File: src/rtl/keypad_pkg.sv
// keypad_pkg
// Shared types and constants for the 4x4 matrix keypad scanner:
//   state_t    - scanner FSM states
//   COL_RESET  - column drive after reset (column 0 low)
//   KEY_MAP    - hex code for each key, indexed by {row, col}
//   first_low  - index of the lowest active-low bit in a 4-bit vector
package keypad_pkg;

    typedef enum logic [1:0] {
        SCAN     = 2'd0,
        DEBOUNCE = 2'd1,
        HELD     = 2'd2
    } state_t;

    localparam logic [3:0] COL_RESET = 4'b1110;

    // Row-major: r0 = 1 2 3 A, r1 = 4 5 6 B, r2 = 7 8 9 C, r3 = 0 F E D
    localparam logic [3:0] KEY_MAP [16] = '{
        4'h1, 4'h2, 4'h3, 4'hA,
        4'h4, 4'h5, 4'h6, 4'hB,
        4'h7, 4'h8, 4'h9, 4'hC,
        4'h0, 4'hF, 4'hE, 4'hD
    };

    // Scans from the top down so the lowest low index wins.
    function automatic logic [1:0] first_low(input logic [3:0] v);
        logic [1:0] idx;
        idx = 2'd0;
        for (int i = 3; i >= 0; i--) begin
            if (!v[i]) idx = 2'(i);
        end
        return idx;
    endfunction

endpackage

File: src/rtl/keypad_scanner_if.sv
// keypad_scanner_if
// Bundles the keypad matrix lines and the decoded-key outputs.
//   rows      - row lines from the keypad, active-low
//   cols      - column drive, active-low, one bit low at a time
//   key_code  - hex code of the last accepted key
//   key_valid - one-cycle strobe per accepted key
//   value     - 16-bit entry register, newest digit in [3:0]
// master: the scanner; slave: keypad plus downstream consumer.
interface keypad_scanner_if;
    logic [3:0]  rows;
    logic [3:0]  cols;
    logic [3:0]  key_code;
    logic        key_valid;
    logic [15:0] value;

    modport master (input rows, output cols, output key_code, output key_valid, output value);
    modport slave  (output rows, input cols, input key_code, input key_valid, input value);
endinterface

File: src/rtl/keypad_scanner_sync_2ff.sv
// sync_2ff
// Two-flop synchronizer for a bus of independent asynchronous bits.
//   clk   - destination clock
//   reset - synchronous, active-high; loads RST_VAL into both stages
//   d     - asynchronous input
//   q     - synchronized output, two cycles behind d
module sync_2ff #(
    parameter int               WIDTH   = 4,
    parameter logic [WIDTH-1:0] RST_VAL = '1
) (
    input  logic             clk,
    input  logic             reset,
    input  logic [WIDTH-1:0] d,
    output logic [WIDTH-1:0] q
);
    logic [WIDTH-1:0] meta;

    always_ff @(posedge clk) begin
        if (reset) begin
            meta <= RST_VAL;
            q    <= RST_VAL;
        end else begin
            meta <= d;
            q    <= meta;
        end
    end
endmodule

File: src/rtl/keypad_scanner.sv
// keypad_scanner
// Scans a 4x4 active-low matrix keypad one column at a time, debounces
// press and release, and emits one strobe per accepted key.
//   clk   - system clock
//   reset - synchronous, active-high
//   kp    - keypad_scanner_if.master (rows in; cols, key_code,
//           key_valid, value out)
// Parameters: SCAN_DIV (cycles per column), DEBOUNCE_SCANS (matching
// samples to accept a press or a release).
// Macro KEYPAD_ENTRY_EN: builds the 16-bit entry shift register; when
// undefined, value is tied to zero.
module keypad_scanner
    import keypad_pkg::*;
#(
    parameter int SCAN_DIV       = 10000,
    parameter int DEBOUNCE_SCANS = 4
) (
    input  logic              clk,
    input  logic              reset,
    keypad_scanner_if.master  kp
);
    localparam int DW = (SCAN_DIV > 1) ? $clog2(SCAN_DIV) : 1;
    localparam int MW = $clog2(DEBOUNCE_SCANS + 1);
    localparam logic [DW-1:0] DWELL_LAST = DW'(SCAN_DIV - 1);
    localparam logic [MW-1:0] MATCH_LAST = MW'(DEBOUNCE_SCANS - 1);

    logic [3:0]    rows_s;
    logic [DW-1:0] dwell_cnt;
    logic          sample;
    state_t        state, state_nxt;
    logic [3:0]    cols_q;
    logic [3:0]    row_lat;
    logic [MW-1:0] match_cnt;
    logic [3:0]    key_code_q;
    logic          key_valid_q;
    logic          rows_idle, rows_match, cnt_last;
    logic          rotate, latch, emit, cnt_inc, cnt_clr;
    logic [3:0]    code;

    sync_2ff #(.WIDTH(4), .RST_VAL(4'hF)) u_sync (
        .clk   (clk),
        .reset (reset),
        .d     (kp.rows),
        .q     (rows_s)
    );

    always_ff @(posedge clk) begin
        if (reset || dwell_cnt == DWELL_LAST) dwell_cnt <= '0;
        else                                  dwell_cnt <= dwell_cnt + 1'b1;
    end

    assign sample     = (dwell_cnt == DWELL_LAST);
    assign rows_idle  = &rows_s;
    assign rows_match = (rows_s == row_lat);
    assign cnt_last   = (match_cnt == MATCH_LAST);
    assign code       = KEY_MAP[{first_low(row_lat), first_low(cols_q)}];

    always_ff @(posedge clk) begin
        if (reset) state <= SCAN;
        else       state <= state_nxt;
    end

    always_comb begin
        state_nxt = state;
        if (sample) begin
            case (state)
                SCAN:     if (!rows_idle) state_nxt = DEBOUNCE;
                DEBOUNCE: if (!rows_match)   state_nxt = SCAN;
                          else if (cnt_last) state_nxt = HELD;
                HELD:     if (rows_idle && cnt_last) state_nxt = SCAN;
                default:  state_nxt = SCAN;
            endcase
        end
    end

    // match_cnt counts matching press samples in DEBOUNCE and
    // consecutive all-high samples in HELD.
    always_comb begin
        rotate  = 1'b0;
        latch   = 1'b0;
        emit    = 1'b0;
        cnt_inc = 1'b0;
        cnt_clr = 1'b0;
        if (sample) begin
            case (state)
                SCAN: begin
                    if (rows_idle) rotate = 1'b1;
                    else begin
                        latch   = 1'b1;
                        cnt_clr = 1'b1;
                    end
                end
                DEBOUNCE: begin
                    if (!rows_match) rotate = 1'b1;
                    else if (cnt_last) begin
                        emit    = 1'b1;
                        cnt_clr = 1'b1;
                    end else cnt_inc = 1'b1;
                end
                HELD: begin
                    if (!rows_idle) cnt_clr = 1'b1;
                    else if (cnt_last) begin
                        rotate  = 1'b1;
                        cnt_clr = 1'b1;
                    end else cnt_inc = 1'b1;
                end
                default: cnt_clr = 1'b1;
            endcase
        end
    end

    always_ff @(posedge clk) begin
        if (reset) begin
            cols_q      <= COL_RESET;
            row_lat     <= 4'hF;
            match_cnt   <= '0;
            key_code_q  <= 4'h0;
            key_valid_q <= 1'b0;
        end else begin
            key_valid_q <= emit;
            if (rotate)       cols_q    <= {cols_q[2:0], cols_q[3]};
            if (latch)        row_lat   <= rows_s;
            if (cnt_clr)      match_cnt <= '0;
            else if (cnt_inc) match_cnt <= match_cnt + 1'b1;
            if (emit)         key_code_q <= code;
        end
    end

`ifdef KEYPAD_ENTRY_EN
    logic [15:0] value_q;
    always_ff @(posedge clk) begin
        if (reset)     value_q <= 16'h0000;
        else if (emit) value_q <= {value_q[11:0], code};
    end
    assign kp.value = value_q;
`else
    assign kp.value = 16'h0000;
`endif

    assign kp.cols      = cols_q;
    assign kp.key_code  = key_code_q;
    assign kp.key_valid = key_valid_q;
endmodule

File: src/flat_wrapper.sv
// flat-port wrapper written by rule: the top's interface ports become plain ports
module keypad_scanner_flat import keypad_pkg::*;
#(
    parameter int SCAN_DIV       = 10000,
    parameter int DEBOUNCE_SCANS = 4
)
  (clk, reset, kp_rows, kp_cols, kp_key_code, kp_key_valid, kp_value);
  keypad_scanner_if kp_i ();
  input  logic clk;
  input  logic reset;
  input wire logic [$bits(kp_i.rows)-1:0] kp_rows;
  output wire logic [$bits(kp_i.cols)-1:0] kp_cols;
  output wire logic [$bits(kp_i.key_code)-1:0] kp_key_code;
  output wire logic [$bits(kp_i.key_valid)-1:0] kp_key_valid;
  output wire logic [$bits(kp_i.value)-1:0] kp_value;
  assign kp_i.rows = kp_rows;
  assign kp_cols = kp_i.cols;
  assign kp_key_code = kp_i.key_code;
  assign kp_key_valid = kp_i.key_valid;
  assign kp_value = kp_i.value;
  keypad_scanner #(.SCAN_DIV(SCAN_DIV), .DEBOUNCE_SCANS(DEBOUNCE_SCANS)) u_core (.clk(clk), .reset(reset), .kp(kp_i));
endmodule
File: config.mk
export PLATFORM = sky130hd
export DESIGN_NAME = keypad_scanner_flat
export DESIGN_NICKNAME = d
export VERILOG_FILES = /design/src/rtl/keypad_pkg.sv /design/src/rtl/keypad_scanner_if.sv /design/src/rtl/keypad_scanner_sync_2ff.sv /design/src/rtl/keypad_scanner.sv /design/src/flat_wrapper.sv
export SDC_FILE = /design/constraint.sdc
export NUM_CORES = 1
export LEC_CHECK = 0
export ABC_AREA = 1
export CORE_MARGIN = 2
export CORE_UTILIZATION = 41
export CTS_CLUSTER_DIAMETER = 100
export CTS_CLUSTER_SIZE = 14
export DETAILED_ROUTE_END_ITERATION = 12
export GPL_ROUTABILITY_DRIVEN = 1
export HOLD_SLACK_MARGIN = 0.08
export PLACE_DENSITY = 0.64
export SLEW_MARGIN = 20
export SYNTH_ARGS = -nofsm -noshare
export SYNTH_HDL_FRONTEND = slang
export SYNTH_SLANG_ARGS = --single-unit
File: constraint.sdc
create_clock -name clk -period 1.4 [get_ports clk]
set_input_delay 0.28 -clock clk [delete_from_list [all_inputs] [get_ports clk]]
set_output_delay 0.28 -clock clk [all_outputs]
set_load 0.01 [all_outputs]
Word-level counts from Yosys, hierarchy flattened:

Memories as Yosys holds them, arrays and structs flattened. A register that Yosys moved wholly into a read port is not among the register bits.
Index checks and enable logic that the tools add are counted.

* input port bits: 6
* output and inout bits: 25
* memory bits (read-only): 64
* memories kept: 1
* register bits: 36

* mux-type cells: 33
* reduce and logical (&&, ||, !) cells: 6
* eq/ne operators: 8
* $add $sub $neg: 2
* bitwise operators: 1

Memories
* (no name shown): words 16, width 4, rd ports 1, clocked after Yosys merged registers in 1, wr ports 0, line keypad_scanner.sv:56 `assign code = KEY_MAP[{first_low(row_lat), first_low(cols_q)}];`

Operators with widths (number)
* $mux 2: 12
* $mux 1: 17
* $add 14x1->14 const B: 1
* $eq 14x14->1 const B: 1
* $reduce_and 4->1: 2
* $pmux 1 s3: 2
* $pmux 2 s3: 1
* $not 4->5: 1
* $eq 4x4->1: 1
* $add 3x1->3 const B: 1
* $eq 3x2->1 const B: 1
* $ne 3x3->1 const B: 1
* $eq 2x1->1 const B: 1
* $eq 2x2->1 const B: 1
* $logic_not 2->1: 1
* $ne 2x1->1 const B: 1
* $ne 2x2->1 const B: 1
* $pmux 1 s2: 1
* $reduce_or 2->1: 1
* $logic_and 1x1->1: 1
* $logic_or 1x1->1: 1

Depth between registers and ports, before layout:

Gate-level depths: netlist of the first run.

* depth after elaboration: 6
* gate-level depth with buffers: 11
* gate-level depth less buffers: 11

Modules after synthesis:

A second synthesis of the first run with hierarchy kept.

* cell total of the unflattened synthesis: 336
* area, all modules: 2307.2 µm²

Modules (own cells, without submodules)
* keypad_scanner: area each 2083.2 µm², instances 1, cells an instance 311
* sync_2ff: area each 224.0 µm², instances 1, cells an instance 25

Worst setup path after synthesis of the first run:

No wires, ideal clock.

* path type: flip-flop to flip-flop
* start: register u_core.cols_q[2] (netlist: u_core.kp.cols[2])
* end: register u_core.key_code_q[1] (netlist: u_core.kp.key_code[1])
* cell stages (with the launch flop): 9
* path buffers: 0
* arrival: 1.455 ns
* path slack: -0.171 ns
* clock period less this slack: 1.571 ns
* path through: dfxtp_1 -> nand2_1 -> a21boi_1 -> inv_1 -> ha_1 -> o211ai_1 -> nand2_1 -> nor2_1 -> nor2_1

* longest elaborated chain between the ends: 4

Ends and longest elaborated chain
* from (decl): line keypad_scanner.sv:31 `logic [3:0] cols_q;`
* from (signal assigned): line keypad_scanner.sv:121 `if (rotate) cols_q <= {cols_q[2:0], cols_q[3]};`
* $mux 2 (3 in a row): line keypad_pkg.sv:30 `if (!v[i]) idx = 2'(i);`
* $not 4->5 (not written as such): line keypad_scanner.sv:56
* to (decl): line keypad_scanner.sv:34 `logic [3:0] key_code_q;`

Every way passes these cells.
A chain may end at the register's enable or synchronous reset.

Worst setup path in the final report of the first run:

* start: register u_core.dwell_cnt[1]
* end: register u_core.match_cnt[1]

* longest elaborated chain between the ends: 3
* elaborated cells between the ends (all ways): 4

Ends and longest elaborated chain
* from (decl): line keypad_scanner.sv:28 `logic [DW-1:0] dwell_cnt;`
* from (signal assigned): line keypad_scanner.sv:49 `else dwell_cnt <= dwell_cnt + 1'b1;`
* $eq 14x14->1 *: line keypad_scanner.sv:52 `assign sample = (dwell_cnt == DWELL_LAST);`
* $mux 1: line keypad_scanner.sv:84 `if (sample) begin`
* $reduce_or 2->1 (no line)
* to (signal assigned): line keypad_scanner.sv:124 `else if (cnt_inc) match_cnt <= match_cnt + 1'b1;`
* to (decl): line keypad_scanner.sv:33 `logic [MW-1:0] match_cnt;`

Mark *: on every way between the ends. The rest lies on a longest branch, timed or not.

==> summary.md, run 1 <==
| Metric | Value |
|---|---|
| Seq/Total Area, Yosys | 0.355 |
| Hold Vio Cnt, Final | 0 |
| CTS Hold Bufs | 0 |
| # diodes | 0 |
| Clock power frac | 0.393 |
| # clock sinks | 40 |
| Switching power | approximately 520 µW |
| Max-cap violations | 0 |
| Clock transition at the registers of the reported paths | roughly 80 ps |
| Worst setup margin | -21.5 ps |
| Post-synthesis mux area share | 0 |
| Initial antenna violation count | 0 |
| Fill count | ~490 |
| RR Startpoint | u_core.dwell_cnt[1]$_SDFF_PP0_ |
| Crit share post-route | 1.02 |
| Data required, critical path | between 1500 and 2000 ps |
| HPWL after DPL | roughly 3.5 mm |
| Largest family of logic cells by synthesized area | simple AND/OR/NAND/NOR gates |
| Fmax | approximately 700 MHz |
| Simple logic cell fraction of the synthesized area | 0.356 |
| Final Setup Violations | 8 |
| Longest Clk Path Bufs | 2 |
| Top FF cell, synth | dfxtp_1 |
| Internal power | ~1.7 mW |
| DR vias | between 2000 and 2500 |
| Cell Area, Placed | between 0.002 and 0.003 mm² |
| DR iter-0 viols | just over 60 |
| Ports | 31 |
| TritonRoute pass-1 iters | 4 |
| DRC Markers | 0 |
| Clock latency on the worst-skew pair | ~290 ps |
| Worst r2r path cells | 9 |
| CTS Buf Count | 5 |
| Adder-cell area share of the yosys netlist | 0.0609 |
| EDFF count, synth | 0 |
| RSZ-0062 raised after global routing | true |
| Gr ovfl total | 0 |
| Yosys cell types | 33 |
| Routed Antenna Nets | 0 |
| Critical path type | flop to flop |
| Tmin final | 1420 ps |
| Sequential Power Share | 0.528 |
| DIE HEIGHT | just under 80 µm |
| CP startpoint kind | flop |
| H-Tree Level Count | 2 |
| WL final | around 4.9 mm |
| I/O Buffers | 14 |
| Placeable Area | about 0.0054 mm² |
| Synth Area in Compound Gates | 0.0748 |
| RD Place Congestion | around 0.89 |
| Final slew viol count | 0 |
| Starting Density | 0.418 |
| Syn Inst Count | approximately 320 |
| Last element of the critical path | u_core.match_cnt[1]$_SDFFE_PP0P_ |
| Rows | 27 |
| Failing checks | negative setup slack |
| Syn_area_per_cell | about 7 µm² |
| R2r endpoint | u_core.match_cnt[1]$_SDFFE_PP0P_ |
| First-pass GRT wire length | 8.22 mm |
| Worst IR Drop VDD | 0.000402 V |
| Net count, final | between 400 and 500 |
| Final setup TNS | -81.4 ps |
| CTS tree | done |
| HP Class | flop to flop |
| CTS Root Cell | clkbuf_8 |
| Critical-path maximum fanout | 5 |
| Drt via density | 4.51 |
| Crit end category | flop |
| Comb pwr share | 0.079 |
| Setup Skew | roughly 6.5 ps |
| Setup slack, reg-to-reg | -20 ps |
| Switching share of power | 0.237 |
| GRT Total Usage | 0.166 |
| Die width | 78.2 µm |
| Leakage | around 1.6 nW |
| XOR/XNOR Fraction of Synth Area | 0.0155 |
| #FFs+latches synth | 40 |
| Async set-reset flop share out of synthesis | 0 |
| Post-Syn Area | approximately 0.0023 mm² |
| Largest net degree at the start of global routing | 17 |
| Layout area overhead | 42.8% |
| Worst Setup SP | u_core.dwell_cnt[1]$_SDFF_PP0_ |
| Status | finished, violations left |
| Synthesis Warnings | 0 |
| PwrDens | 684 mW/mm² |
| Vias in the first global route | about 1900 |
| Die area | between 0.006 and 0.007 mm² |
| Design area | between 0.003 and 0.004 mm² |
| Avg WL per Cell | about 10 µm |
| Worst EP arrival | 1610 ps |
| Layout cell share with drive strength beyond 1 | 0.414 |
==> metal layers <==
layer  up-vias  wire length (µm)  global-route usage
li1       1107                 -                   -
met1       935              2230               0.202
met2        37              2360               0.295
met3         7               155              0.0345
met4         0               104              0.0526
met5         -                 0                   0
==> state kept, by name, summed over array words and instances, names as in the netlist <==
name,flops
u_core.u_sync.meta,4
u_core.kp.key_code,4
u_core.match_cnt,3
u_core.dwell_cnt,14
u_core.u_sync.q,4
u_core.kp.cols,4
u_core.row_lat,4
u_core.kp.key_valid,1
u_core.state,2
==> cell families after synthesis <==
kind of cell | Yosys count
flip-flops | 40
XOR/XNOR | 4
adder cells (fa/ha/maj) | 11
other | 1
AO/OA/AOI/OAI | 25
buffers and inverters | 64
AND/OR/NAND/NOR | 173
==> area by class of cell <==
class	count	area [µm²]	share of cell area
clock buffer	6	93.8	0.0291
tap	72	90.1	0.0279
timing repair buffer	69	568	0.176
sequential	40	827	0.256
inverter	45	174	0.0539
multi-input combinational	229	1460	0.453
clock inverter	2	12.5	0.00388
==> worst min-delay path by stage <==
stage                                      from                               end  depth (start not counted)
6_report       u_core.u_sync.meta[2]$_SDFF_PP1_     u_core.u_sync.q[2]$_SDFF_PP1_                          1
5_1_grt        u_core.u_sync.meta[2]$_SDFF_PP1_     u_core.u_sync.q[2]$_SDFF_PP1_                          1
4_1_cts        u_core.u_sync.meta[2]$_SDFF_PP1_     u_core.u_sync.q[2]$_SDFF_PP1_                          1
3_5_place_dp   u_core.u_sync.meta[2]$_SDFF_PP1_     u_core.u_sync.q[2]$_SDFF_PP1_                          1
3_3_place_gp   u_core.u_sync.meta[0]$_SDFF_PP1_     u_core.u_sync.q[0]$_SDFF_PP1_                          1
2_1_floorplan                        kp_rows[0]  u_core.u_sync.meta[0]$_SDFF_PP1_                          1
==> power groups by stage <==
stage / clock [mW] / sequential, mW / combinational [mW]
6_report: 0.867 / 1.16 / 0.174
5_1_grt: 0.933 / 1.17 / 0.196
4_1_cts: 0.902 / 1.16 / 0.167
3_5_place_dp: 0 / 1.19 / 0.159
3_3_place_gp: 0 / 1.19 / 0.158
2_1_floorplan: 0 / 1.19 / 0.131
==> per-stage QoR <==
step                 util  worst slack (ps)  power (mW)  hold WS, ps  instances
detailed placement  0.518              -115        1.35          392        448
finish              0.597             -21.5        2.20          411        463
global route        0.597              -122        2.29          421        463
floorplan               -              3.63        1.32          384        333
CTS                 0.554             -42.4        2.23          412        457
global placement    0.518             -83.8        1.35          392        448
==> synth_stat cells, types with 2 or more instances <==
master,n,area share
ha_1,11,0.061
nor3_1,3,0.0066
nand2_1,78,0.13
nand4_1,5,0.014
or2_2,8,0.022
nand3_2,2,0.0089
nor2_4,3,0.015
xor2_1,2,0.0078
nand3_1,25,0.055
nand2_2,4,0.011
inv_1,44,0.073
a21oi_1,9,0.020
dfxtp_1,40,0.35
o21ai_0,7,0.016
buf_4,16,0.053
xnor2_1,2,0.0078
nor2_1,32,0.053
nor2_2,9,0.025
o211ai_2,4,0.022
==> worst max-delay path: stages (launching register included) <==
cell,delay (ps)
dfxtp_2,360
ha_4,140
nand4_1,110
inv_2,120
buf_4,120
nand3_2,90
nor2_4,210
nor2_4,70
nand2_1,70
nor2_1,30
==> cells in the final DEF, fill, tap and decap left out, types with 2 or more instances in the layout <==
cell | Yosys | final
dfxtp_1 | 40 | 23
nor2_4 | 3 | 14
ha_4 | 0 | 4
buf_4 | 16 | 48
nor3_1 | 3 | 2
buf_6 | 1 | 7
o21ai_0 | 7 | 3
dfxtp_2 | 0 | 15
inv_4 | 0 | 2
nand2_1 | 78 | 66
conb_1 | 1 | 16
ha_1 | 11 | 6
nand3_4 | 0 | 2
nand3_2 | 2 | 8
inv_1 | 44 | 36
clkbuf_8 | 0 | 5
clkdlybuf4s50_1 | 0 | 5
o211ai_2 | 4 | 4
inv_2 | 1 | 7
nand4_1 | 5 | 5
nor2_2 | 9 | 10
or2_2 | 8 | 8
a21oi_1 | 9 | 8
dfxtp_4 | 0 | 2
nand2_2 | 4 | 15
nand3_1 | 25 | 17
o21ai_1 | 0 | 4
dlygate4sd2_1 | 0 | 9
xor2_1 | 2 | 2
nor2_1 | 32 | 20
==> repair_timing <==
item	4_1_cts	5_1_grt
setup endpoints to repair	29	27
pin swaps	17	23
gates resized for setup	38	59
setup buffers	1	6
No activity file was read; power rests on OpenSTA's default activity.
==> run 2: changes to the inputs <==
- CORE_UTILIZATION: 41 -> 35
- PLACE_DENSITY: 0.64 -> 0.56
==> run 2 against run 1 <==
Net effect:
- the run now ends clean
- flip-flop and latch count stayed put
- cell count is 0.65% lower
- global-route usage is 3.0 points lower
- via count is 2.3% lower
- core utilization is 9.3 points lower
- clock skew is 3.3 ps lower
- critical path type unchanged
- largest power group unchanged
- register-to-register slack better by 30 ps
- maximum frequency is 1.9% higher
==> summary.md, run 2 (synthesized netlist as in run 1, its figures left out) <==
| Metric | Value |
|---|---|
| Fill count | 614 |
| Max FFs per register | 14 |
| Die width | between 80 and 90 µm |
| CTS Root Cell | clkbuf_8 |
| Placeable Area | between 0.006 and 0.007 mm² |
| DR vias | about 2000 |
| DIE HEIGHT | approximately 84 µm |
| Data required, critical path | 1590 ps |
| GRT Total Usage | 0.136 |
| Rows | 29 |
| Worst IR Drop VDD | approximately 0.00047 V |
| Largest Register | u_core.dwell_cnt |
| Setup slack, reg-to-reg | between 5 and 6 ps |
| Hold path cells | 1 |
| Critical-path maximum fanout | 5 |
| H-Tree Level Count | 2 |
| Final Setup Violations | 0 |
| Clock transition at the registers of the reported paths | approximately 80 ps |
| Fmax | ~720 MHz |
| CTS Buf Count | 5 |
| Starting Density | 0.360 |
| Worst EP arrival | between 1500 and 2000 ps |
| Hold Slack | slightly above 400 ps |
| I/O Buffers | 14 |
| Layout cell share with drive strength beyond 1 | 0.381 |
| Crit end category | flop |
| RR Startpoint | u_core.dwell_cnt[1]$_SDFF_PP0_ |
| HP Class | flop to flop |
| Die area | between 0.007 and 0.008 mm² |
| First-pass GRT wire length | approximately 8.1 mm |
| Avg WL per Cell | about 10 µm |
| Vias in the first global route | 1861 |
| Status | finished, final reports clean |
| Net count, final | 400 |
| Layout area overhead | 40.1% |
| Critical hold path startpoint | u_core.u_sync.meta[3]$_SDFF_PP1_ |
| Longest Clk Path Bufs | 2 |
| Max-cap violations | 0 |
| # clock sinks | 40 |
| CP startpoint kind | flop |
| Routed Antenna Nets | 0 |
| RD Place Congestion | about 0.79 |
| DRC Markers | 0 |
| Tmin final | between 1000 and 1500 ps |
| Worst r2r path cells | 9 |
| Initial antenna violation count | 0 |
| # diodes | 0 |
| HPWL after DPL | 3.37 mm |
| Most frequent cells in the layout | nand2_1, buf_4, inv_1 |
| Hold Crit Endpoint | u_core.u_sync.q[3]$_SDFF_PP1_ |
| Finished Core Util | 0.504 |
| Leakage | around 1.5 nW |
| TritonRoute pass-1 iters | 4 |
| Drt via density | 4.43 |
| Crit share post-route | 0.996 |
| Setup Skew | approximately 3.2 ps |
| DR iter-0 viols | 85 |
| Ports | 31 |
| CTS tree | done |
| Critical path type | flop to flop |
| RSZ-0062 raised after global routing | true |
| Worst Setup SP | u_core.dwell_cnt[1]$_SDFF_PP0_ |
| Hold Vio Cnt, Final | 0 |
| Leading cell type in the layout, fill and taps excluded | nand2_1 |
| Clock latency on the worst-skew pair | 290 ps |
| Final slew viol count | 0 |
| Gr ovfl total | 0 |
| R2r endpoint | u_core.match_cnt[1]$_SDFFE_PP0P_ |
| Largest net degree at the start of global routing | 17 |
| WL final | 4.59 mm |
| PwrDens | ~750 mW/mm² |
==> run 2: changes by cell type in the layout (fill, tap and decap cells not counted), sizes merged <==
cell,before,now
clkbuf,6,7
dlygate4sd2,9,8
clkinv,1,0
buf,55,48
bufinv,0,1
clkinvlp,1,0
==> run 2: worst max path at each step <==
stage | end | cells past startpoint
floorplan | u_core.row_lat[0]$_SDFFE_PP1P_ | 8
global placement | u_core.match_cnt[1]$_SDFFE_PP0P_ | 8
detailed placement | u_core.kp.cols[1]$_SDFFE_PP1P_ | 8
CTS | u_core.dwell_cnt[10]$_SDFF_PP0_ | 10
global route | u_core.match_cnt[0]$_SDFFE_PP0P_ | 10
finish | u_core.match_cnt[1]$_SDFFE_PP0P_ | 9
==> run 2: metal layers <==
| layer | GRT usage | vias up | routed length (µm) |
|---|---|---|---|
| li1 | - | 1087 | - |
| met2 | 0.215 | 35 | 2140 |
| met4 | 0.0418 | 0 | 27 |
| met1 | 0.186 | 913 | 2280 |
| met5 | 0 | - | 0 |
| met3 | 0.0305 | 4 | 147 |
==> run 2: critical path: stages (launching register included) <==
cell and delay [ps]:
dfxtp_2 360, ha_4 150, nand4_1 120, inv_2 120, buf_6 110, nand3_4 70
nor2_4 190, nor2_4 70, nand2_1 60, nor2_1 40
==> run 2: cell type report <==
cell class / instances / area, µm² / share of cell area
Inverter: 45 / 174 / 0.0550
Multi-Input combinational cell: 229 / 1440 / 0.455
Sequential cell: 40 / 820 / 0.259
Tap cell: 77 / 96.3 / 0.0305
Clock inverter: 1 / 30.0 / 0.00949
Clock buffer: 6 / 93.8 / 0.0297
Timing Repair Buffer: 62 / 512 / 0.162
==> run 2: power by group <==
part	internal [mW]	switching, mW	total, mW
clock network	0.630	0.415	1.05
registers	1.15	0.0121	1.17
logic	0.0705	0.0976	0.168
total	1.85	0.525	2.38
==> run 2: timing repair <==
| item | CTS | global route |
|---|---|---|
| pin swaps | 18 | 26 |
| gates resized for setup | 53 | 33 |
| endpoints found under the setup margin | 29 | 24 |
| setup buffers | 1 | 3 |
| hold buffers | 0 | 0 |
==> run 2: through the flow <==
stage / setup TNS (ps) / total power [mW] / cell area, µm² / std cells / setup WS [ps]
global placement: -973 / 1.34 / 2780 / 449 / -95.2
CTS: -4.65 / 2.41 / 3050 / 457 / -2.32
floorplan: 0 / 1.32 / 2350 / 333 / 3.63
detailed placement: -1510 / 1.35 / 2780 / 449 / -97.2
global route: -1720 / 2.47 / 3160 / 460 / -128
finish: 0 / 2.38 / 3160 / 460 / 5.31
==> RTL change 1: new RTL, config.mk and constraints of run 1 <==
The parameter `RST_VAL` goes from 4'hF to 4'hE.
--- a/src/rtl/keypad_scanner.sv
+++ b/src/rtl/keypad_scanner.sv
@@ -37,7 +37,7 @@
     logic          rotate, latch, emit, cnt_inc, cnt_clr;
     logic [3:0]    code;
 
-    sync_2ff #(.WIDTH(4), .RST_VAL(4'hF)) u_sync (
+    sync_2ff #(.WIDTH(4), .RST_VAL(4'hE)) u_sync (
         .clk   (clk),
         .reset (reset),
         .d     (kp.rows),
Formal check against the unedited RTL: same outputs for any inputs over 10 cycles, from zero or initial values and one cycle with reset high; that may be too few to reach the edited logic, so the function may still have changed.
==> RTL change 1 against run 1 <==
  * The run still ends with negative setup slack left
  * Fmax is 2.0% lower
  * Clock skew is 0.0017 ns higher
  * Design area is 0.70% higher
  * Worst setup slack worse by 0.029 ns
  * Wire length is 2.8% higher
  * Sequential cell count stayed put
  * Area after synthesis is 0.50% lower
  * Power is 3.3% higher
  * Highest routed layer unchanged
==> RTL change 1: results (changes against run 1) <==
Yosys
  – Count of mapped cells out of synthesis: 322 (was 318)
  – Cell types with the largest area share after synthesis: sky130_fd_sc_hd__dfxtp_1, sky130_fd_sc_hd__nand2_1, sky130_fd_sc_hd__nor2_1, sky130_fd_sc_hd__inv_1, sky130_fd_sc_hd__ha_1 (was sky130_fd_sc_hd__dfxtp_1, sky130_fd_sc_hd__nand2_1, sky130_fd_sc_hd__inv_1, sky130_fd_sc_hd__ha_1, sky130_fd_sc_hd__nand3_1)
  – Proportion of synthesized chip area in sequential cells: 35.6% (was 35.5%)

Route
  – Routed length on met3: 180 µm (was 155 µm)
  – Number of DRC markers after the initial detailed-route iteration: 109 (was 62)
  – Post-Route M1 WL: 2220 µm (was 2230 µm)
  – Detailed-routed wire length on met2: 2490 µm (was 2360 µm)

Worst setup path
  – Reg-to-reg critical path endpoint: u_core.kp.cols[3] (was u_core.match_cnt[1])
  – CP max FO: 6 (was 5)

Global route
  – Fraction of met1 tracks used by global routing: 21.1% (was 20.2%)
  – Met2 GRT Util: 28.3% (was 29.5%)
  – GR Layer Usage met3: 3.56% (was 3.45%)
  – Total global-route track usage: 16.6% (about the same)

STA
  – Worst clock skew: 0.00821 ns (was 0.00650 ns)
  – Worst setup margin: -0.0510 ns (was -0.0215 ns)
  – Total negative slack: -0.287 ns (was -0.0814 ns)
  – Hold Worst Slack: 0.403 ns (was 0.411 ns)
  – Number of setup violations in the final report: 11 (was 8)

Outcome
  – Status: finished with violations (unchanged)
  – Failing checks: negative setup slack (unchanged)

Final layout
  – Count of non-filler cells in the finished layout: 461 (was 463)
  – Layout cell share with drive strength beyond 1: 41.2% (was 41.4%)
  – Count of fill cells added during filler insertion: 474 (was 492)

Placed design
  – Placement-stage worst setup slack: -0.116 ns (was -0.115 ns)
  – Post-placement cell count: 447 (was 448)
RTL change 1: cell types whose count changed after synthesis, moves of 4 or more:
cell,run 1,this run
sky130_fd_sc_hd__inv_1,44,38
sky130_fd_sc_hd__nor2_1,32,39
sky130_fd_sc_hd__inv_2,1,5
sky130_fd_sc_hd__o21ai_1,0,6
RTL change 1: layout make-up:
cell class                 instances  share of cell area, %
multi-input combinational        232                   46.6
tap                               70                   2.70
clock buffer                       5                   2.12
timing repair buffer              66                   16.6
inverter                          45                   5.28
clock inverter                     3                   1.46
sequential                        40                   25.3
RTL change 1: kinds of logic after synthesis:
| family | share of synthesized area (%) |
|---|---|
| buf+inv | 13.6 |
| flops | 35.6 |
| simple gates | 35.4 |
| fa+ha+maj | 6.12 |
| xor+xnor | 1.56 |
| compound gates | 7.46 |
| other cells | 0.167 |
RTL change 1: worst min-delay path by stage:
stage | end | depth (start not counted)
floorplan | u_core.u_sync.meta[1] | 1
global route | u_core.u_sync.q[0] | 2
finish | u_core.u_sync.q[0] | 2
CTS | u_core.u_sync.q[0] | 2
global placement | u_core.u_sync.q[2] | 1
detailed placement | u_core.u_sync.q[2] | 1
RTL change 1: metrics by stage:
stage	utilization (%)	cell area, µm²	total power (µW)
6_report	62.4	3250	2280
5_1_grt	62.4	3250	2380
4_1_cts	57.4	2990	2300
3_5_place_dp	53.3	2780	1330
3_3_place_gp	53.3	2780	1330
2_1_floorplan	-	2340	1310
RTL change 1: timing repair:
item,CTS,global route
gates resized for setup,41,59
pin swaps,13,23
endpoints found under the setup margin,29,28
setup buffers,0,6
endpoints found under the hold margin,0,0
RTL change 1: power breakdown:
part           total (µW)  switching (µW)  internal [µW]
Clock                 960             424            537
Sequential           1170            13.1           1150
Combinational         152            86.3           66.1
==> RTL change 2: new RTL, settings of run 1 <==
Without the edit above. Re-encode `state_t` (3 states) as one-hot, 3 bits wide.
--- a/src/rtl/keypad_pkg.sv
+++ b/src/rtl/keypad_pkg.sv
@@ -6,10 +6,10 @@
 //   first_low  - index of the lowest active-low bit in a 4-bit vector
 package keypad_pkg;
 
-    typedef enum logic [1:0] {
-        SCAN     = 2'd0,
-        DEBOUNCE = 2'd1,
-        HELD     = 2'd2
+    typedef enum logic [2:0] {
+        SCAN     = 3'b001,
+        DEBOUNCE = 3'b010,
+        HELD     = 3'b100
     } state_t;
 
     localparam logic [3:0] COL_RESET = 4'b1110;
Function: no difference found for any inputs over 10 cycles, from zero or initial values and one cycle with reset high; not proved beyond that.
==> RTL change 2 against run 1 <==
  * The flow still finishes with violations (negative setup slack)
  * Worst setup slack got worse by 0.086 ns
  * Power decreased by 5.4%
  * Clock power decreased by 16%
  * Design area decreased by 6.4%
  * Sequential cell count increased by 1
  * Critical path depth decreased by 1
  * Wire length decreased by 8.0%
  * Area after synthesis decreased by 1.7%
  * Critical path type unchanged
==> RTL change 2: results (changes against run 1) <==
Outcome
  – Failing checks: negative setup slack (unchanged)
  – Status: finished with violations (unchanged)

Placed design
  – Detail Placement HPWL: 3200 µm (was 3470 µm)
  – Post-placement cell count: 428 (was 448)
  – Placement-stage worst setup slack: -0.127 ns (was -0.115 ns)

Route
  – Routed length on met3: 126 µm (was 155 µm)
  – Number of DRC markers after the initial detailed-route iteration: 126 (was 62)
  – Via count normalized by instance count: 4.49 (was 4.51)
  – Post-Route M1 WL: 2050 µm (was 2230 µm)

Pwr
  – Max VDD drop: 0.000448 V (was 0.000402 V)
  – Pwr per Cell Area: 691 mW/mm² (was 684 mW/mm²)
  – Total combinational power: 162 µW (was 174 µW)
  – NetSw: 477 µW (was 523 µW)

Global route
  – First-pass GRT wire length: 7480 µm (was 8220 µm)
  – Largest net degree at the start of global routing: 12 (was 17)
  – Fraction of met1 tracks used by global routing: 18.6% (was 20.2%)
  – Met2 GRT Util: 26.0% (was 29.5%)

Yosys
  – Cell types with the largest area share after synthesis: sky130_fd_sc_hd__dfxtp_1, sky130_fd_sc_hd__nand2_1, sky130_fd_sc_hd__inv_1, sky130_fd_sc_hd__nand3_1, sky130_fd_sc_hd__buf_4 (was sky130_fd_sc_hd__dfxtp_1, sky130_fd_sc_hd__nand2_1, sky130_fd_sc_hd__inv_1, sky130_fd_sc_hd__ha_1, sky130_fd_sc_hd__nand3_1)
  – Proportion of synthesized chip area in sequential cells: 37.0% (was 35.5%)
  – Fraction of the mapped netlist area in compound gates: 6.20% (was 7.48%)
  – Xor/xnor cell area share of the yosys netlist: 3.15% (was 1.55%)
  – Top post-synthesis cells by count: sky130_fd_sc_hd__nand2_1, sky130_fd_sc_hd__inv_1, sky130_fd_sc_hd__dfxtp_1, sky130_fd_sc_hd__nor2_1, sky130_fd_sc_hd__nand3_1 (unchanged)

Worst setup path
  – Number of cells traversed by the worst register-to-register path: 8 (was 9)
  – Start point of the critical path: u_core.dwell_cnt[0] (was u_core.dwell_cnt[1])
  – Reg-to-reg critical path endpoint: u_core.row_lat[2] (was u_core.match_cnt[1])
  – Arrival @ worst endpoint: 1.67 ns (was 1.61 ns)
  – CP max FO: 8 (was 5)

STA
  – Worst setup margin: -0.107 ns (was -0.0215 ns)
  – Number of setup violations in the final report: 15 (was 8)
  – Hold Worst Slack: 0.407 ns (was 0.411 ns)
  – Total negative slack: -0.658 ns (was -0.0814 ns)
  – Worst clock skew: 0.00782 ns (was 0.00650 ns)

Min path
  – WHS Endpoint: u_core.u_sync.q[1] (was u_core.u_sync.q[2])

Final layout
  – Layout cell share with drive strength beyond 1: 36.4% (was 41.4%)
  – Count of fill cells added during filler insertion: 470 (was 492)
==> RTL change 2: what timing repair did <==
action | CTS | global route
setup endpoints to repair | 40 | 33
pin swaps | 12 | 20
setup buffers | 1 | 6
resized for setup | 31 | 53
cloned | 0 | 1
==> RTL change 2: cell type report <==
cell class	count	area [µm²]	area share (%)
clock buffer	8	80.1	2.65
multi-input combinational	223	1380	45.7
timing repair buffer	55	448	14.8
sequential	41	841	27.9
tap	70	87.6	2.90
inverter	47	181	6.01
==> RTL change 2: worst max-delay path, stage by stage, from the launching register on <==
cell,delay (ns)
sky130_fd_sc_hd__dfxtp_2,0.35
sky130_fd_sc_hd__ha_4,0.15
sky130_fd_sc_hd__nand3_4,0.07
sky130_fd_sc_hd__nor2_4,0.16
sky130_fd_sc_hd__nand3_4,0.13
sky130_fd_sc_hd__or2_1,0.25
sky130_fd_sc_hd__buf_6,0.15
sky130_fd_sc_hd__nand2_2,0.06
sky130_fd_sc_hd__o211ai_2,0.06
